==> src/rtl/sv_lut_pkg.sv <==
// Shared definitions for the chip-3 lookup-table sequencer: table geometry,
// the controller state encoding and a pointer-width helper.
package sv_lut_pkg;

  localparam int ADDR_W_DEF = 7;
  localparam int LUT_DEPTH  = 2 ** ADDR_W_DEF;

  typedef enum logic [1:0] {
    ST_IDLE  = 2'd0,
    ST_SWEEP = 2'd1,
    ST_DONE  = 2'd2
  } state_t;

  // Width of a pointer able to index n requesters; never narrower than 1 bit.
  function automatic int ptr_width(input int n);
    int w;
    w = 1;
    while ((1 << w) < n) w++;
    return w;
  endfunction

endpackage

==> src/rtl/sv_rr_arb.sv <==
// Combinational round-robin arbiter: grants the first valid requester found
// when scanning circularly upward from i_rr_ptr.
module sv_rr_arb
  import sv_lut_pkg::*;
#(
  parameter int NREQ  = 4,
  parameter int PTR_W = ptr_width(NREQ)
) (
  input  logic [NREQ-1:0]  i_req_valid,
  input  logic [PTR_W-1:0] i_rr_ptr,
  output logic [NREQ-1:0]  o_grant,
  output logic [PTR_W-1:0] o_grant_idx,
  output logic             o_grant_any
);

  logic [PTR_W:0] w_sum;

  // NOTE: every signal written here gets a default first, so no path through
  // the loop can leave a value unassigned and infer a latch.
  always_comb begin
    o_grant     = '0;
    o_grant_idx = '0;
    o_grant_any = 1'b0;
    w_sum       = '0;
    for (int k = 0; k < NREQ; k++) begin
      w_sum = {1'b0, i_rr_ptr} + (PTR_W + 1)'(k);
      if (w_sum >= (PTR_W + 1)'(NREQ)) w_sum = w_sum - (PTR_W + 1)'(NREQ);
      if (!o_grant_any && i_req_valid[w_sum[PTR_W-1:0]]) begin
        o_grant_any                  = 1'b1;
        o_grant[w_sum[PTR_W-1:0]]    = 1'b1;
        o_grant_idx                  = w_sum[PTR_W-1:0];
      end
    end
  end

endmodule

==> src/rtl/sv_lut_access_ctrl.sv <==
// Shares one combinational lookup table between NREQ requesters with
// round-robin arbitration, and offers a full-table sweep that counts ones.
module sv_lut_access_ctrl
  import sv_lut_pkg::*;
#(
  parameter int NREQ   = 4,
  parameter int ADDR_W = ADDR_W_DEF
) (
  input  logic                     tm3_clk_v0,
  input  logic                     rst_n,
  input  logic [NREQ-1:0]          req_valid,
  input  logic [NREQ*ADDR_W-1:0]   req_addr,
  output logic [NREQ-1:0]          req_ready,
  output logic [NREQ-1:0]          rsp_valid,
  output logic                     rsp_data,
  output logic [ADDR_W-1:0]        lut_addr,
  input  logic                     lut_data,
  input  logic                     sweep_start,
  output logic                     sweep_done,
  output logic [ADDR_W:0]          sweep_ones,
  output logic                     busy
);

  localparam int PTR_W = ptr_width(NREQ);
  localparam logic [ADDR_W-1:0] CNT_MAX = '1;

  state_t            r_state;
  logic [PTR_W-1:0]  r_rr_ptr;
  logic [ADDR_W-1:0] r_cnt;
  logic [ADDR_W:0]   r_ones;
  logic [NREQ-1:0]   r_rsp_valid;
  logic              r_rsp_data;

  logic [NREQ-1:0]   w_grant;
  logic [PTR_W-1:0]  w_grant_idx;
  logic              w_grant_any;
  logic              w_accept;
  logic [PTR_W-1:0]  w_next_ptr;
  logic [ADDR_W-1:0] w_addr_arr [NREQ];

  for (genvar i = 0; i < NREQ; i++) begin : g_addr
    assign w_addr_arr[i] = req_addr[i*ADDR_W +: ADDR_W];
  end

  sv_rr_arb #(.NREQ(NREQ), .PTR_W(PTR_W)) u_arb (
    .i_req_valid (req_valid),
    .i_rr_ptr    (r_rr_ptr),
    .o_grant     (w_grant),
    .o_grant_idx (w_grant_idx),
    .o_grant_any (w_grant_any)
  );

  // A sweep request in IDLE wins over every pending lookup that cycle.
  assign w_accept   = (r_state == ST_IDLE) && !sweep_start && w_grant_any;
  assign req_ready  = w_accept ? w_grant : '0;
  assign w_next_ptr = (w_grant_idx == PTR_W'(NREQ - 1)) ? '0 : w_grant_idx + 1'b1;

  always_comb begin
    lut_addr = '0;
    if (r_state == ST_SWEEP)  lut_addr = r_cnt;
    else if (w_accept)        lut_addr = w_addr_arr[w_grant_idx];
  end

  // NOTE: all state below uses non-blocking assignments so every register
  // samples the pre-edge values, regardless of statement order.
  always_ff @(posedge tm3_clk_v0 or negedge rst_n) begin
    if (!rst_n) begin
      r_state     <= ST_IDLE;
      r_rr_ptr    <= '0;
      r_cnt       <= '0;
      r_ones      <= '0;
      r_rsp_valid <= '0;
      r_rsp_data  <= 1'b0;
    end else begin
      r_rsp_valid <= '0;
      case (r_state)
        ST_IDLE: begin
          if (sweep_start) begin
            r_state <= ST_SWEEP;
            r_ones  <= '0;
          end else if (w_grant_any) begin
            r_rsp_valid <= w_grant;
            r_rsp_data  <= lut_data;
            r_rr_ptr    <= w_next_ptr;
          end
        end
        ST_SWEEP: begin
          r_ones <= r_ones + (ADDR_W + 1)'(lut_data);
          r_cnt  <= r_cnt + 1'b1;
          if (r_cnt == CNT_MAX) r_state <= ST_DONE;
        end
        ST_DONE:  r_state <= ST_IDLE;
        default:  r_state <= ST_IDLE;
      endcase
    end
  end

  assign rsp_valid  = r_rsp_valid;
  assign rsp_data   = r_rsp_data;
  assign sweep_done = (r_state == ST_DONE);
  assign sweep_ones = r_ones;
  assign busy       = (r_state != ST_IDLE);

endmodule

==> config.mk <==
export PLATFORM = sky130hd
export DESIGN_NAME = sv_lut_access_ctrl
export DESIGN_NICKNAME = d
export VERILOG_FILES = /design/src/rtl/sv_lut_pkg.sv /design/src/rtl/sv_rr_arb.sv /design/src/rtl/sv_lut_access_ctrl.sv
export SDC_FILE = /design/constraint.sdc
export NUM_CORES = 1
export LEC_CHECK = 0
export ABC_AREA = 0
export BUFFER_PORTS_ARGS = -buffer_cell sky130_fd_sc_hd__buf_2
export CAP_MARGIN = 20
export CORE_MARGIN = 5
export CORE_UTILIZATION = 40
export DETAILED_ROUTE_END_ITERATION = 8
export PLACE_DENSITY = 0.64
export SETUP_SLACK_MARGIN = 0.15
export SLEW_MARGIN = 20
export SYNTH_ARGS = -nofsm -noshare
export SYNTH_HDL_FRONTEND = slang
export SYNTH_HIERARCHICAL = 1
export SYNTH_SLANG_ARGS = --single-unit
export TNS_END_PERCENT = 30
==> constraint.sdc <==
create_clock -name tm3_clk_v0 -period 3.7 [get_ports tm3_clk_v0]
set_input_delay 0.185 -clock tm3_clk_v0 [delete_from_list [all_inputs] [get_ports tm3_clk_v0]]
set_output_delay 0.185 -clock tm3_clk_v0 [all_outputs]
set_load 0.01 [all_outputs]
==> metrics.md <==
| Metric | Value |
|---|---|
| Status | `finished clean` |
| FF-to-FF Start | `r_rr_ptr[1]$_DFFE_PN0P_` |
| R2r endpoint | `r_rr_ptr[1]$_DFFE_PN0P_` |
| Slowest stage delay, CP | `0.50 ns` |
| Hold path cells | `2` |
| DRC | `0` |
| Hold Startpoint | `lut_data` |
| Critical path's slowest cell | `mux4_2` |
| Crit. End Element | `primary output` |
| RSZ-0062 raised after global routing | `no` |
| DP Worst Slack | `0.476 ns` |
| Clock skew | `0.00155 ns` |
| Met2 usage | `23.3%` |
| Syn Std Cell Area | `0.00178 sq mm` |
| Share of cells above drive strength 1 | `40.9%` |
| Port buffer count | `61` |
| Global route hottest layer | `met2` |
| DR iter-0 viols | `48` |
| Final WL | `4100 microns` |
| Bufs and invs on worst path | `3` |
| Buffer depth of the longest clock path | `2` |
| Power Internal | `0.000936 W` |
| TritonCTS Sinks | `24` |
| Min Tclk post-route | `3.37 ns` |
| First-pass GRT wire length | `7150 microns` |
| Flop pwr share | `28.7%` |
| Crit-path most repeated cell | `mux4_2` |
| Synthesized area per cell | `10.9 sq um` |
| Max-cap violations | `0` |
| Vert. Die Dim | `76.6 microns` |
| CTS tree | `built` |
| Crit path cell chain | `inv_1 -> ha_1 -> mux4_2 -> and2b_2 -> o21ai_0 -> o31ai_2 -> buf_6 -> mux4_2 -> a22o_1 -> buf_2` |
| IO Count | `62` |
| TritonCTS buffer count | `3` |
| Die W | `76.6 microns` |
| Hold Fails Final Rpt | `0` |
| Fmax achieved | `297 MHz` |
| Max-slew violations | `0` |
| Cell Rows | `24` |
| Top delay family on crit path | `multiplexers` |
| LEAKAGE | `1.06 nW` |
| Crit path kind | `register to primary output` |
| Cell Pwr Density | `721 mW/mm^2` |
| Register area share after synthesis | `33.8%` |
| Max_slew headroom | `65.7%` |
| Die Area | `0.00587 sq mm` |
| Reg2Reg Setup Slack | `0.83 ns` |
| Vias/cell | `5.53` |
| Fin crit share | `91.1%` |
| Switch Pwr | `0.000649 W` |
| Layout fillers | `423` |
| Crit path max fanout | `9` |
| Synth area leaders | `dfrtp_1, mux4_2, ha_1, a22o_1, a22oi_1` |
| Arrival time at the worst endpoint | `3.18 ns` |
| Min setup slack post-route | `0.331 ns` |
| Met1 usage in global routing | `19.2%` |
| Cell Count, Final, Fillers Out | `277` |
| Yosys warns | `6` |
| Final setup vio count | `0` |
| Area of the multi-input gates | `0.00109 sq mm` |
| Clock slew at reported path FFs | `0.08 ns` |
| Worst Max-Slew Pin Slew | `0.514 ns` |
| Sequential cell area | `602 sq um` |
| Share of the synthesized area in the top cell type | `33.8%` |
| Clock Latency Late Sink | `0.27 ns` |
| GR Overflow Total | `0` |
| Synth Instances | `163` |
| FF+latch count, synth | `24` |
| Ys async rst share | `100%` |
| GRT met3 Usage | `3.55%` |
| Syn nets | `208` |
| Antenna cells | `0` |
| Core ar. | `0.00432 sq mm` |
| Min-Delay Endpoint | `rsp_data$_DFFE_PN0P_` |
| Part of the power in combinational logic | `60.0%` |
| Tot Pwr | `0.00158 W` |
| CP Launch Point | `r_rr_ptr[1]$_DFFE_PN0P_` |
| Number of routed nets with antenna violations | `0` |
| WL/cell | `14.8 microns` |
| Setup TNS | `0 ns` |
| Clk pwr share | `11.3%` |
| Worst EP required | `3.51 ns` |
| H-tree Lvls | `1` |
| Dpl cells | `270` |
| Maximum number of pins on one net before global-route repair | `25` |
| Total GRT Usage | `14.3%` |
| Area leader, netlist | `dfrtp_1` |
| Max VDD drop | `383 uV` |
| Post-DP HPWL | `3240 microns` |
| Antenna violations before repair | `0` |
| Vias in the first global route | `1577` |
| EDFF count, synth | `0` |
| Vias | `1532` |
| Net count, final | `271` |
| Final core utilization | `50.8%` |
| Layout area overhead | `23.7%` |
| DR pass1 iterations | `4` |
| Switching share of power | `40.9%` |
| GPL Wtd Cong | `0.764` |
| Worst reg2reg path depth | `8` |
| Synth unique cells | `42` |
| Initial Util | `41.1%` |
| CP Launch Type | `register` |
| Top_reg_cell synth | `dfrtp_1` |
| Worst min path class | `input pin to register` |
| Clock Tree Root | `clkbuf_8` |
repair_timing:
item | 4_1_cts | 5_1_grt
setup buffers | 0 | 2
gates resized for setup | 0 | 2
hold endpoints to repair | 24 | 0
hold buffers | 1 | 0
setup endpoints to repair | 0 | 7
worst register-to-register path: cells and delay by family, from the launching register on:
family / cells / cell delay (ns)
AO/OA/AOI/OAI: 1 / 0.34
adder cells (fa/ha/maj): 2 / 0.67
buffers and inverters: 1 / 0.12
flip-flops: 1 / 0.47
multiplexers: 2 / 0.68
AND/OR/NAND/NOR: 2 / 0.49
metrics by stage:
stage	area (sq um)	hold WS, ns
after floorplan	1780	-0.111
after global placement	2110	0.194
after detailed placement	2110	0.196
after CTS	2180	0.178
after global routing	2200	0.194
final	2200	0.178
state kept, by name (all words and copies together) (netlist names):
register and cells:
r_rr_ptr 2, r_state 2, rsp_valid 4, r_cnt 7, rsp_data 1, sweep_ones 8
layer usage:
layer	routed length [microns]	up-vias
met2	1840	69
met5	0	-
li1	-	738
met1	1890	721
met4	42	0
met3	323	4
logic make-up after synthesis:
group,count (synthesis),share of synthesized area (%)
AND/OR/NAND/NOR,56,18.8
adder cells (fa/ha/maj),9,6.34
AO/OA/AOI/OAI,32,12.8
multiplexers,21,20.4
XOR/XNOR,6,2.96
buffers and inverters,15,4.93
flip-flops,24,33.8
worst max-delay path by stage:
stage | endpoint | cells after the start
after floorplan | lut_addr[5] | 11
after global placement | lut_addr[5] | 10
after detailed placement | lut_addr[5] | 10
after CTS | lut_addr[5] | 10
after global routing | lut_addr[6] | 11
final | lut_addr[5] | 10
power by group through the flow:
stage | logic (W) | registers, W | clock network [W]
after floorplan | 0.000713 | 0.000451 | 0
after global placement | 0.000913 | 0.000455 | 0
after detailed placement | 0.000929 | 0.000458 | 0
after CTS | 0.000933 | 0.000453 | 0.000185
after global routing | 0.00106 | 0.000472 | 0.000194
final | 0.000951 | 0.000454 | 0.000180
layout make-up:
class	count	area share, %
Multi-Input combinational cell	124	49.7
Clock buffer	4	2.50
Timing Repair Buffer	68	16.6
Inverter	5	0.854
Sequential cell	24	27.4
Tap cell	52	2.96
cells in the final DEF (no fill, tap or decap), drive strengths merged, types with 5 or more instances in the layout:
cell type / synthesis / layout
buf: 9 / 67
dfrtp: 24 / 24
nand2: 14 / 14
mux4: 11 / 11
ha: 9 / 9
and2: 8 / 8
o21ai: 8 / 8
a22oi: 8 / 8
a22o: 7 / 7
nor2: 7 / 7
inv: 5 / 5
mux2: 5 / 5
mux2i: 5 / 5
synth_stat cells, drive strengths merged (5+ instances only):
cell type	n
a22o	7
a22oi	8
inv	5
mux4	11
and2	8
buf	9
nor2	7
o21ai	8
mux2	5
nand2	14
ha	9
mux2i	5
dfrtp	24
No activity file was read; power rests on OpenSTA's default activity.
